==> src/rtl/mouse_cursor_tracker.sv <==
// Cursor tracker: accumulates relative mouse packets, commits a clamped position once
// per frame, and produces the registered sprite-relative pixel coordinates.
module mouse_cursor_tracker #(
  parameter int unsigned SCREEN_W = 640,
  parameter int unsigned SCREEN_H = 480,
  parameter int unsigned CURSOR_W = 16,
  parameter int unsigned CURSOR_H = 16,
  parameter int unsigned INIT_X   = 320,
  parameter int unsigned INIT_Y   = 240
) (
  input  logic       vga_clk,
  input  logic       reset_n,
  input  logic       pkt_valid,
  input  logic [7:0] pkt_dx,
  input  logic [7:0] pkt_dy,
  input  logic [2:0] pkt_btn,
  output logic       pkt_ready,
  input  logic       frame_start,
  input  logic [9:0] DrawX,
  input  logic [9:0] DrawY,
  output logic [9:0] MouseX,
  output logic [9:0] MouseY,
  output logic [9:0] RelativeXM,
  output logic [9:0] RelativeYM,
  output logic       cursor_on,
  output logic [2:0] buttons,
  output logic       click_pulse
);

  localparam int unsigned PW = 10;
  localparam int unsigned AW = 12;
  localparam int unsigned SW = 13;

  localparam logic [0:0] ACCUM  = 1'b0;
  localparam logic [0:0] COMMIT = 1'b1;

  localparam logic signed [SW-1:0] ACC_MAX = 13'sd2047;
  localparam logic signed [SW-1:0] ACC_MIN = -13'sd2048;
  localparam logic signed [SW-1:0] MAX_X   = SW'(SCREEN_W - CURSOR_W);
  localparam logic signed [SW-1:0] MAX_Y   = SW'(SCREEN_H - CURSOR_H);

  logic [0:0]           state_q, state_d;
  logic signed [AW-1:0] acc_x_q, acc_x_d, acc_y_q, acc_y_d;
  logic [PW-1:0]        mouse_x_q, mouse_x_d, mouse_y_q, mouse_y_d;
  logic [PW-1:0]        rel_x_q, rel_x_d, rel_y_q, rel_y_d;
  logic                 on_q, on_d;
  logic [2:0]           btn_q, btn_d;
  logic                 click_q, click_d;

  logic signed [SW-1:0] dx_ext, dy_ext, acc_x_ext, acc_y_ext, pos_x_ext, pos_y_ext;
  logic signed [SW-1:0] sum_ax, sum_ay, sum_px, sum_py;
  logic [PW:0]          x_end, y_end;
  logic                 hit;

  // Saturating narrow of a 13-bit sum back into the 12-bit accumulator range
  function automatic logic signed [AW-1:0] sat_acc(input logic signed [SW-1:0] v);
    if (v > ACC_MAX)      sat_acc = ACC_MAX[AW-1:0];
    else if (v < ACC_MIN) sat_acc = ACC_MIN[AW-1:0];
    else                  sat_acc = v[AW-1:0];
  endfunction

  function automatic logic [PW-1:0] clamp_pos(input logic signed [SW-1:0] v,
                                              input logic signed [SW-1:0] hi);
    if (v[SW-1])     clamp_pos = '0;
    else if (v > hi) clamp_pos = hi[PW-1:0];
    else             clamp_pos = v[PW-1:0];
  endfunction

  assign pkt_ready = (state_q == ACCUM) && !frame_start;

  assign dx_ext    = {{5{pkt_dx[7]}}, pkt_dx};
  assign dy_ext    = {{5{pkt_dy[7]}}, pkt_dy};
  assign acc_x_ext = {acc_x_q[AW-1], acc_x_q};
  assign acc_y_ext = {acc_y_q[AW-1], acc_y_q};
  assign pos_x_ext = {3'b000, mouse_x_q};
  assign pos_y_ext = {3'b000, mouse_y_q};
  assign sum_ax    = acc_x_ext + dx_ext;
  assign sum_ay    = acc_y_ext - dy_ext;
  assign sum_px    = pos_x_ext + acc_x_ext;
  assign sum_py    = pos_y_ext + acc_y_ext;

  // Sprite window compare done at 11 bits so MouseX + CURSOR_W cannot wrap
  assign x_end = {1'b0, mouse_x_q} + (PW+1)'(CURSOR_W);
  assign y_end = {1'b0, mouse_y_q} + (PW+1)'(CURSOR_H);
  assign hit   = (DrawX >= mouse_x_q) && ({1'b0, DrawX} < x_end) &&
                 (DrawY >= mouse_y_q) && ({1'b0, DrawY} < y_end);

  always_comb begin
    state_d   = state_q;
    acc_x_d   = acc_x_q;
    acc_y_d   = acc_y_q;
    mouse_x_d = mouse_x_q;
    mouse_y_d = mouse_y_q;
    btn_d     = btn_q;
    click_d   = 1'b0;
    case (state_q)
      ACCUM: begin
        if (frame_start) begin
          state_d = COMMIT;
        end else if (pkt_valid) begin
          acc_x_d = sat_acc(sum_ax);
          acc_y_d = sat_acc(sum_ay);
          btn_d   = pkt_btn;
          click_d = pkt_btn[0] & ~btn_q[0];
        end
      end
      COMMIT: begin
        mouse_x_d = clamp_pos(sum_px, MAX_X);
        mouse_y_d = clamp_pos(sum_py, MAX_Y);
        acc_x_d   = '0;
        acc_y_d   = '0;
        state_d   = ACCUM;
      end
      default: state_d = ACCUM;
    endcase
    on_d    = hit;
    rel_x_d = hit ? (DrawX - mouse_x_q) : '0;
    rel_y_d = hit ? (DrawY - mouse_y_q) : '0;
  end

  always_ff @(posedge vga_clk or negedge reset_n) begin
    if (!reset_n) begin
      state_q   <= ACCUM;
      acc_x_q   <= '0;
      acc_y_q   <= '0;
      mouse_x_q <= PW'(INIT_X);
      mouse_y_q <= PW'(INIT_Y);
      rel_x_q   <= '0;
      rel_y_q   <= '0;
      on_q      <= 1'b0;
      btn_q     <= '0;
      click_q   <= 1'b0;
    end else begin
      state_q   <= state_d;
      acc_x_q   <= acc_x_d;
      acc_y_q   <= acc_y_d;
      mouse_x_q <= mouse_x_d;
      mouse_y_q <= mouse_y_d;
      rel_x_q   <= rel_x_d;
      rel_y_q   <= rel_y_d;
      on_q      <= on_d;
      btn_q     <= btn_d;
      click_q   <= click_d;
    end
  end

  assign MouseX      = mouse_x_q;
  assign MouseY      = mouse_y_q;
  assign RelativeXM  = rel_x_q;
  assign RelativeYM  = rel_y_q;
  assign cursor_on   = on_q;
  assign buttons     = btn_q;
  assign click_pulse = click_q;

endmodule

==> config.mk <==
export PLATFORM = sky130hd
export DESIGN_NAME = mouse_cursor_tracker
export DESIGN_NICKNAME = d
export VERILOG_FILES = /design/src/rtl/mouse_cursor_tracker.sv
export SDC_FILE = /design/constraint.sdc
export NUM_CORES = 1
export LEC_CHECK = 0
export CORE_AREA = 2 2 148 150
export CTS_CLUSTER_DIAMETER = 100
export DETAILED_ROUTE_END_ITERATION = 7
export DIE_AREA = 0 0 150 152
export PLACE_DENSITY = 0.48
export SKIP_LAST_GASP = 1
export SLEW_MARGIN = 20
export SYNTH_ARGS = -nofsm -noshare
export SYNTH_HDL_FRONTEND = slang
export SYNTH_SLANG_ARGS = --single-unit
==> constraint.sdc <==
create_clock -name vga_clk -period 3.2 [get_ports vga_clk]
set_clock_uncertainty 0.05 [all_clocks]
set_input_delay 0.64 -clock vga_clk [delete_from_list [all_inputs] [get_ports vga_clk]]
set_output_delay 0.64 -clock vga_clk [all_outputs]
set_load 0.02 [all_outputs]
-- Word-level counts from Yosys, hierarchy flattened
Index checks and enable logic that the tools add are counted.
- muxes and demuxes: 21
- reductions and logical operators: 7
- $add $sub $neg: 8
- bitwise logic cells: 4
- order comparisons: 10
- equal/unequal tests: 2
- operators with widths (kind ; count):
    two-way mux 12 bit ; 8
    two-way mux 10 bit ; 6
    case mux 12 bit (2 select lines) ; 2
    adder 11 x 12 -> 13 bit ; 2
    > comparator 13 x 12 -> 1 bit (second input constant) ; 2
    < comparator 13 x 12 -> 1 bit (second input constant) ; 2
    adder 10 x 5 -> 11 bit (second input constant) ; 2
    < comparator 10 x 11 -> 1 bit ; 2
    >= comparator 10 bit ; 2
    subtractor 10 bit ; 2
    adder 12 x 8 -> 13 bit ; 1
    > comparator 13 x 10 -> 1 bit (second input constant) ; 1
    > comparator 13 x 11 -> 1 bit (second input constant) ; 1
    subtractor 12 x 8 -> 13 bit ; 1
    logical AND 1 bit ; 4
    two-way mux 1 bit ; 4
    != test 2 bit (second input constant) ; 2
    inverter 1 bit ; 3
    AND reduction 3 bit ; 1
    case mux 1 bit (2 select lines) ; 1
    AND reduction 2 bit ; 1
    AND 1 bit ; 1
    zero test 1 bit ; 1
- word-level logic and storage cells: 62
- register bits: 70
- bits of input ports: 43
- output and inout bits: 46

-- Longest topological paths before layout
Gate-level depths: netlist of run 1.
- depth after elaboration: 7
- gate-level depth with buffers: 12
- gate-level depth less buffers: 11

-- Worst setup path after synthesis of run 1
No wires, ideal clock.
- kind: register -> register
- start point: register mouse_x_q[0] (netlist: MouseX[0])
- end point: register mouse_x_q[4] (netlist: MouseX[4])
- data required time: 3.024 ns
- setup slack: 0.256 ns
- stages on the path, launching flop included: 12
- clock period less this slack: 2.944 ns
- arrival: 2.768 ns
- path buffers: 1
- library setup time: 0.126 ns
- cell sequence: dfrtp_1 ha_1 inv_1 fa_1 nor2b_2 o31a_4 o31a_4 o211ai_2 or4b_1 and2_4 buf_6 o32a_1
- longest elaborated chain between the ends: 4
- RTL lines (what ; RTL line ; text):
    from (decl) ; 44 ; logic [PW-1:0] mouse_x_q, mouse_x_d, mouse_y_q, mouse_y_d;
    from (signal assigned) ; 126 ; mouse_x_q <= PW'(INIT_X);
    from (signal assigned) ; 137 ; mouse_x_q <= mouse_x_d;
    adder 11 x 12 -> 13 bit * ; 79 ; assign sum_px = pos_x_ext + acc_x_ext;
    > comparator 13 x 11 -> 1 bit ; 65 ; else if (v > hi) clamp_pos = hi[PW-1:0];
    two-way mux 10 bit ; 65 ;
    two-way mux 10 bit * ; 64 ; if (v[SW-1]) clamp_pos = '0;
Every way passes the cells marked *; elsewhere a longest branch is shown, timed or not.
A chain may end at the register's enable or synchronous reset.

-- Worst setup path in the final report of run 1
- start point: register acc_x_q[0]
- end point: register mouse_x_q[5] (netlist: MouseX[5])
- longest elaborated chain between the ends: 4
- RTL lines (what ; RTL line ; text):
    from (decl) ; 43 ; logic signed [AW-1:0] acc_x_q, acc_x_d, acc_y_q, acc_y_d;
    from (signal assigned) ; 124 ; acc_x_q <= '0;
    from (signal assigned) ; 135 ; acc_x_q <= acc_x_d;
    adder 11 x 12 -> 13 bit * ; 79 ;
    > comparator 13 x 11 -> 1 bit ; 65 ;
    two-way mux 10 bit ; 65 ;
    two-way mux 10 bit * ; 64 ;
Marks and branches as above.

==> summary.txt, run 1 <==
Run status
  – Status: completed

Layout
  – Synth-to-layout area growth: 28.9%
  – Fill cells: 2244
  – Final Net Count: 977
  – Share of layout cells above drive strength 1: 11.3%
  – Final core utilization: 38.1%
  – Multi-input logic area: 4240 um^2
  – Sequential cell area: 1760 um^2
  – Post-route cell area: 8120 um^2
  – # diodes: 0

Synth
  – Syn. warnings: 0
  – Synth async-reset ratio: 100%
  – Area contributors post-synth: dfrtp_1 (25%), ha_1 (15%), xnor2_1 (4.3%)
  – Syn Area/Cell: 8.76 um^2
  – Distinct cell type count after synthesis: 76
  – Sequential share of the synthesized area: 27.9%
  – Yosys reg bits: 70
  – Area of the mapped netlist: 6300 um^2
  – Most common cell in the netlist: ha_1
  – Post-Synthesis Cells: 720
  – Post-synth EDFFs: 0
  – Post-synth top cells: ha_1 (78), dfrtp_1 (64), inv_1 (60)
  – Main flop type after synthesis: dfrtp_1
  – Syn Nets: 847
  – Post-synth top area share: 25.4%
  – Cell taking the most area after synthesis: dfrtp_1

Clocking
  – Reg clk slew, reported paths: 60 ps
  – Maximum root-to-sink buffer count: 2
  – CTS tree: yes
  – Htree depth: 3
  – Worst-skew pair later-pin latency: 340 ps
  – CTS Hold Buffers Added: 0
  – Root buf cell: clkbuf_16
  – Num CTS Buffers: 9
  – Number of clock sinks: 70

Critical path
  – FF-to-FF path depth: 10
  – Crit path DAT: 3160 ps
  – Critical path class: flip-flop to flip-flop
  – Slowest-stage cell, CP: or4b_1
  – Worst Setup Start Kind: flip-flop
  – CP endpoint kind: flip-flop
  – Worst-path fanout max: 7
  – Worst r2r src: acc_x_q[0]
  – WP data required: 3370 ps
  – CP cell instances: ha_1, inv_1, fa_1, nor2b_2, o31a_4, o31a_4, o211ai_2, or4b_1, and2_4, o32a_1
  – Reg-to-reg endpoint: MouseX[5]
  – Most used cell, CP: o31a_4
  – Reg2reg setup slack: 200 ps
  – CP peak stage delay: 580 ps

Drt
  – Antenna Violating Nets Remaining: 0
  – Routed vias: 5659
  – Drt total wl: 16700 um
  – DRC: 0
  – Drt first pass iters: 4
  – Drt wl/cell: 14.7 um
  – Initial DRC count: 239
  – DR vias/cell: 4.99

Placed design
  – Placer Congestion: 0.779
  – PortBufs: 88
  – Area after DPL: 7850 um^2
  – Hpwl dp: 13400 um

Floorplan
  – Die height: 152 um
  – Die area: 22800 um^2
  – Initial core utilization: 29.5%
  – Row cnt: 54
  – Die width: 150 um
  – Core area: 21400 um^2
  – Num ports: 89

Global routing
  – Initial antenna violation count: 0
  – Pin count of the biggest net entering global routing: 71
  – Overall Global Routing Usage: 15.1%
  – Vias in the first global route: 5494
  – Global route total overflow: 0
  – First-pass GRT wire length: 27800 um

Timing
  – Fmax: 334 MHz
  – Min Clock Period, post-route: 3000 ps
  – Endpoints failing hold: 0
  – RSZ-0062 raised after global routing: false
  – Period utilisation layout: 93.7%
  – Fin. max-slew vios: 0
  – Slew HR: 40.6%
  – # setup viols final: 0
  – Hold_ws: 370 ps
  – Slew @ Worst Pin: 891 ps

Power and ir drop
  – Leak pwr: 3.57 nW
  – Pwr dens: 956 nW/um^2
  – VDD IR-drop max: 260 uV

Flow run
  – Max-Cap Viols: 0

Min path
  – Worst min path class: primary input to asynchronous set/reset pin
==> per-stage QoR <==
step	setup WS [ps]	TNS, ps	cells	total power [mW]
2_1_floorplan	256	0	720	5.21
3_3_place_gp	-85.6	-1940	1119	6.85
3_5_place_dp	-118	-1840	1119	6.84
6_report	203	0	1135	7.77
4_1_cts	208	0	1135	7.82
5_1_grt	15.7	0	1135	8.54
==> cell families (layout without fill, tap and decap cells) <==
logic type	count (synthesis)	after routing	share of synthesized area [%]
flip-flops	70	70	27.9
AO/OA/AOI/OAI	235	235	26.7
AND/OR/NAND/NOR	206	206	16.8
adder cells (fa/ha/maj)	84	84	17.4
buffers and inverters	81	216	5.02
XOR/XNOR	42	42	5.83
multiplexers	2	2	0.318
==> per-layer routing <==
metal	track usage (%)	share of wire, %
met1	21.9	52
met2	23.2	43
met3	2.28	3.7
met4	4.22	1.2
met5	0	0
==> worst max path at each step <==
| stage | start | endpoint | slack (ps) | cells after the start |
|---|---|---|---|---|
| CTS | acc_x_q[0] | MouseX[5] | 210 | 10 |
| finish | acc_x_q[0] | MouseX[5] | 200 | 10 |
| floorplan | MouseX[0] | MouseX[4] | 260 | 11 |
| global placement | pkt_dx[0] | acc_x_q[2] | -90 | 12 |
| global route | pkt_dx[0] | acc_x_q[9] | 20 | 12 |
| detailed placement | pkt_dx[0] | acc_x_q[2] | -120 | 12 |
==> area by class of cell <==
type / count / area share (%)
clock inverters: 4 / 0.277
repair buffers: 140 / 15.8
multi-input cells: 569 / 52.2
inverters: 60 / 2.77
flip-flops and latches: 70 / 21.7
well taps: 280 / 4.31
clock buffers: 12 / 3.03
==> flip-flops by register name (all words and copies together), names as in the netlist <==
register and count:
state_q 1, MouseX 10, acc_y_q 12, RelativeYM 10, RelativeXM 10, acc_x_q 12
MouseY 10, cursor_on 1, buttons 3, click_pulse 1
==> placed cells by master (no fill, tap or decap), types with 4 or more instances in the layout <==
cell	synthesis	final
a211o_1	4	4
o32ai_1	9	9
o211ai_1	10	10
fa_1	6	6
a211oi_1	8	7
nor4_1	22	22
o22ai_1	4	4
dfrtp_1	64	64
nand3_1	15	14
clkbuf_16	0	9
a21o_1	16	16
a2111oi_0	5	5
nor2_1	42	42
dfstp_2	6	6
nand2b_1	8	8
o31ai_1	5	5
nand2_1	51	51
nand4_1	6	6
xnor2_1	31	31
a21boi_0	4	4
xor2_1	11	11
o31a_1	5	5
buf_4	0	52
clkdlybuf4s50_1	0	87
o311ai_0	5	4
a21oi_1	53	53
or3_1	4	4
nor3_1	17	17
or2_2	6	6
o21a_1	20	20
a221o_1	9	9
o21ai_0	38	38
ha_1	78	78
nor2b_1	12	12
inv_1	60	60
nor4b_1	6	6
==> timing repair <==
action | CTS | global route
endpoints found under the setup margin | 0 | 7
setup buffers | 0 | 0
resized for setup | 0 | 3
==> report_power, final <==
group / switching, mW / internal (mW) / leakage, nW
clock: 0.398 / 0.543 / 0.132
combinational: 2.80 / 2.47 / 2.52
sequential: 0.347 / 1.21 / 0.916
total: 3.55 / 4.22 / 3.57
==> critical path, delay by kind of cell, from the launching register on <==
kind | cells | cell delay, ps
buf+inv | 1 | 60
fa+ha+maj | 2 | 640
compound gates | 4 | 750
simple gates | 3 | 940
flops | 1 | 430
No activity file was read; power rests on OpenSTA's default activity.
==> run 2, diff against run 1 <==
- CTS_BUF_LIST: unset -> sky130_fd_sc_hd__clkbuf_8
==> run 2 against run 1 <==
Routed wire length barely moved. Sequential power about the same. Highest routed layer unchanged. Critical path depth is the same. Setup slack worse by 1.3 ps. Clock power decreased by 30%. Sequential share of layout area grew 0.29 points. Fmax about the same.
==> summary.txt, run 2 (synthesis results as in run 1) <==
Layout
  – Final Net Count: 977 (unchanged)
  – Fin cells: 1135 (unchanged)
  – Sequential cell area: 1760 um^2 (unchanged)
  – Multi-input logic area: 4230 um^2 (was 4240 um^2)
  – Final core utilization: 37.6% (was 38.1%)
  – Commonest non-fill, non-tap cells in the layout: clkdlybuf4s50_1 (87), ha_1 (78), dfrtp_1 (64) (unchanged)
  – Largest regs: acc_x_q: 12 flops, acc_y_q: 12 flops (unchanged)
  – # diodes: 0 (unchanged)
  – Synth-to-layout area growth: 27.2% (was 28.9%)
  – Most common cell after layout, fill and taps aside: clkdlybuf4s50_1 (unchanged)
  – Share of layout cells above drive strength 1: 11.2% (was 11.3%)
  – Fill cells: 2260 (was 2244)
  – Post-route cell area: 8020 um^2 (was 8120 um^2)

Floorplan
  – Row cnt: 54 (unchanged)
  – Die area: 22800 um^2 (unchanged)
  – Num ports: 89 (unchanged)
  – Die height: 152 um (unchanged)
  – Die width: 150 um (unchanged)
  – Initial core utilization: 29.5% (unchanged)
  – Core area: 21400 um^2 (unchanged)

Run status
  – Status: completed (unchanged)

Drt
  – Drt first pass iters: 7 (was 4)
  – Antenna Violating Nets Remaining: 0 (unchanged)
  – Drt wl/cell: 14.7 um (about the same)
  – DR vias/cell: 4.96 (was 4.99)
  – Initial DRC count: 235 (was 239)
  – Routed vias: 5632 (was 5659)
  – Drt total wl: 16700 um (about the same)
  – DRC: 0 (unchanged)

Clocking
  – Setup Buffers After CTS: 0 (unchanged)
  – Maximum root-to-sink buffer count: 2 (unchanged)
  – Num CTS Buffers: 9 (unchanged)
  – Root buf cell: clkbuf_8 (was clkbuf_16)
  – Reg clk slew, reported paths: 80 ps (was 60 ps)
  – CTS tree: yes (unchanged)
  – Number of clock sinks: 70 (unchanged)
  – Worst-skew pair later-pin latency: 360 ps (was 340 ps)
  – Htree depth: 3 (unchanged)

Timing
  – Hold_ws: 341 ps (was 370 ps)
  – Fin. max-slew vios: 0 (unchanged)
  – Endpoints failing hold: 0 (unchanged)
  – RSZ-0062 raised after global routing: false (unchanged)
  – Min Clock Period, post-route: 3000 ps (about the same)
  – Slew @ Worst Pin: 890 ps (was 891 ps)
  – Slew HR: 40.6% (about the same)
  – # setup viols final: 0 (unchanged)
  – Period utilisation layout: 93.7% (about the same)
  – Fmax: 333 MHz (was 334 MHz)

Power and ir drop
  – Pwr dens: 932 nW/um^2 (was 956 nW/um^2)
  – VDD IR-drop max: 225 uV (was 260 uV)
  – Leak pwr: 3.53 nW (was 3.57 nW)

Placed design
  – Area after DPL: 7850 um^2 (unchanged)
  – Placed cells: 1119 (unchanged)
  – Placer Congestion: 0.779 (unchanged)
  – Hpwl dp: 13400 um (unchanged)
  – PortBufs: 88 (unchanged)

Critical path
  – Worst Setup Start Kind: flip-flop (unchanged)
  – Worst r2r src: acc_x_q[0] (unchanged)
  – Reg-to-reg endpoint: MouseX[5] (unchanged)
  – WP data required: 3390 ps (was 3370 ps)
  – Reg2reg setup slack: 200 ps (about the same)
  – Critical path class: flip-flop to flip-flop (unchanged)
  – Worst-path fanout max: 7 (unchanged)
  – Crit path DAT: 3190 ps (was 3160 ps)
  – FF-to-FF path depth: 10 (unchanged)
  – CP endpoint kind: flip-flop (unchanged)

Global routing
  – Met2 usage: 23.2% (unchanged)
  – Initial antenna violation count: 0 (unchanged)
  – First-pass GRT wire length: 27800 um (unchanged)
  – Met1 Usage GRT: 21.8% (was 21.9%)
  – Global route total overflow: 0 (unchanged)
  – Met3 usage: 2.37% (was 2.28%)
  – Gr busiest metal: met2 (unchanged)
  – Pin count of the biggest net entering global routing: 71 (unchanged)
  – Vias in the first global route: 5496 (was 5494)
  – Overall Global Routing Usage: 15.1% (about the same)

Min path
  – Worst min path class: primary input to asynchronous set/reset pin (unchanged)

Flow run
  – Max-Cap Viols: 0 (unchanged)
run 2: cell types whose count changed in the layout (fill, tap and decap cells not counted):
cell / before / now
clkbuf_16: 9 / 0
a211oi_2: 1 / 0
a211oi_1: 7 / 8
clkbuf_1: 2 / 0
o311ai_0: 4 / 5
o311ai_1: 2 / 1
inv_1: 60 / 62
clkbuf_8: 1 / 10
run 2: what timing repair did:
| action | in CTS | in global routing |
|---|---|---|
| setup endpoints to repair | 0 | 3 |
| hold buffers | 0 | 0 |
| resized for setup | 0 | 1 |
run 2: metrics by stage:
step                      worst slack, ps  setup TNS (ps)  total power, mW
after detailed placement             -118           -1840             6.84
after global routing                 11.5               0             8.25
after floorplan                       256               0             5.21
after CTS                             203               0             7.53
after global placement              -85.6           -1940             6.85
final                                 201               0             7.47
run 2: worst max-delay path: stages, from the launching register on:
cell	delay, ps
dfrtp_1	440
ha_1	230
inv_1	60
fa_1	410
nor2b_2	160
o31a_4	160
o31a_4	120
o211ai_2	120
or4b_1	580
and2_4	200
o32a_1	350
run 2: layout make-up:
type                            count  area share [%]
Timing Repair Buffer              140            16.0
Inverter                           60            2.81
Sequential cell                    70            21.9
Tap cell                          280            4.37
Clock buffer                       10            1.72
Multi-Input combinational cell    569            52.8
Clock inverter                      6           0.375
run 2: where the power goes:
| group | total, mW | switching, mW | internal [mW] |
|---|---|---|---|
| Combinational | 5.26 | 2.79 | 2.47 |
| Sequential | 1.56 | 0.349 | 1.21 |
| Clock | 0.661 | 0.367 | 0.293 |
run 2: worst max-delay path by stage:
stage | from | to | slack (ps) | cells past startpoint
2_1_floorplan | MouseX[0] | MouseX[4] | 260 | 11
3_3_place_gp | pkt_dx[0] | acc_x_q[2] | -90 | 12
3_5_place_dp | pkt_dx[0] | acc_x_q[2] | -120 | 12
4_1_cts | acc_x_q[0] | MouseX[5] | 200 | 10
5_1_grt | pkt_dx[0] | acc_x_q[2] | 10 | 11
6_report | acc_x_q[0] | MouseX[5] | 200 | 10
run 2: routing by layer:
| layer | vias up | part of all wire (%) |
|---|---|---|
| met4 | 0 | 1.3 |
| met5 | - | 0 |
| li1 | 2968 | - |
| met1 | 2561 | 52 |
| met3 | 11 | 3.9 |
| met2 | 92 | 43 |
==> run 3, diff against run 2 <==
- ABC_CLOCK_PERIOD_IN_PS: unset -> 3200
==> results of run 3 <==
Same layout as run 2: the final DEF is identical, and so are final timing and power.
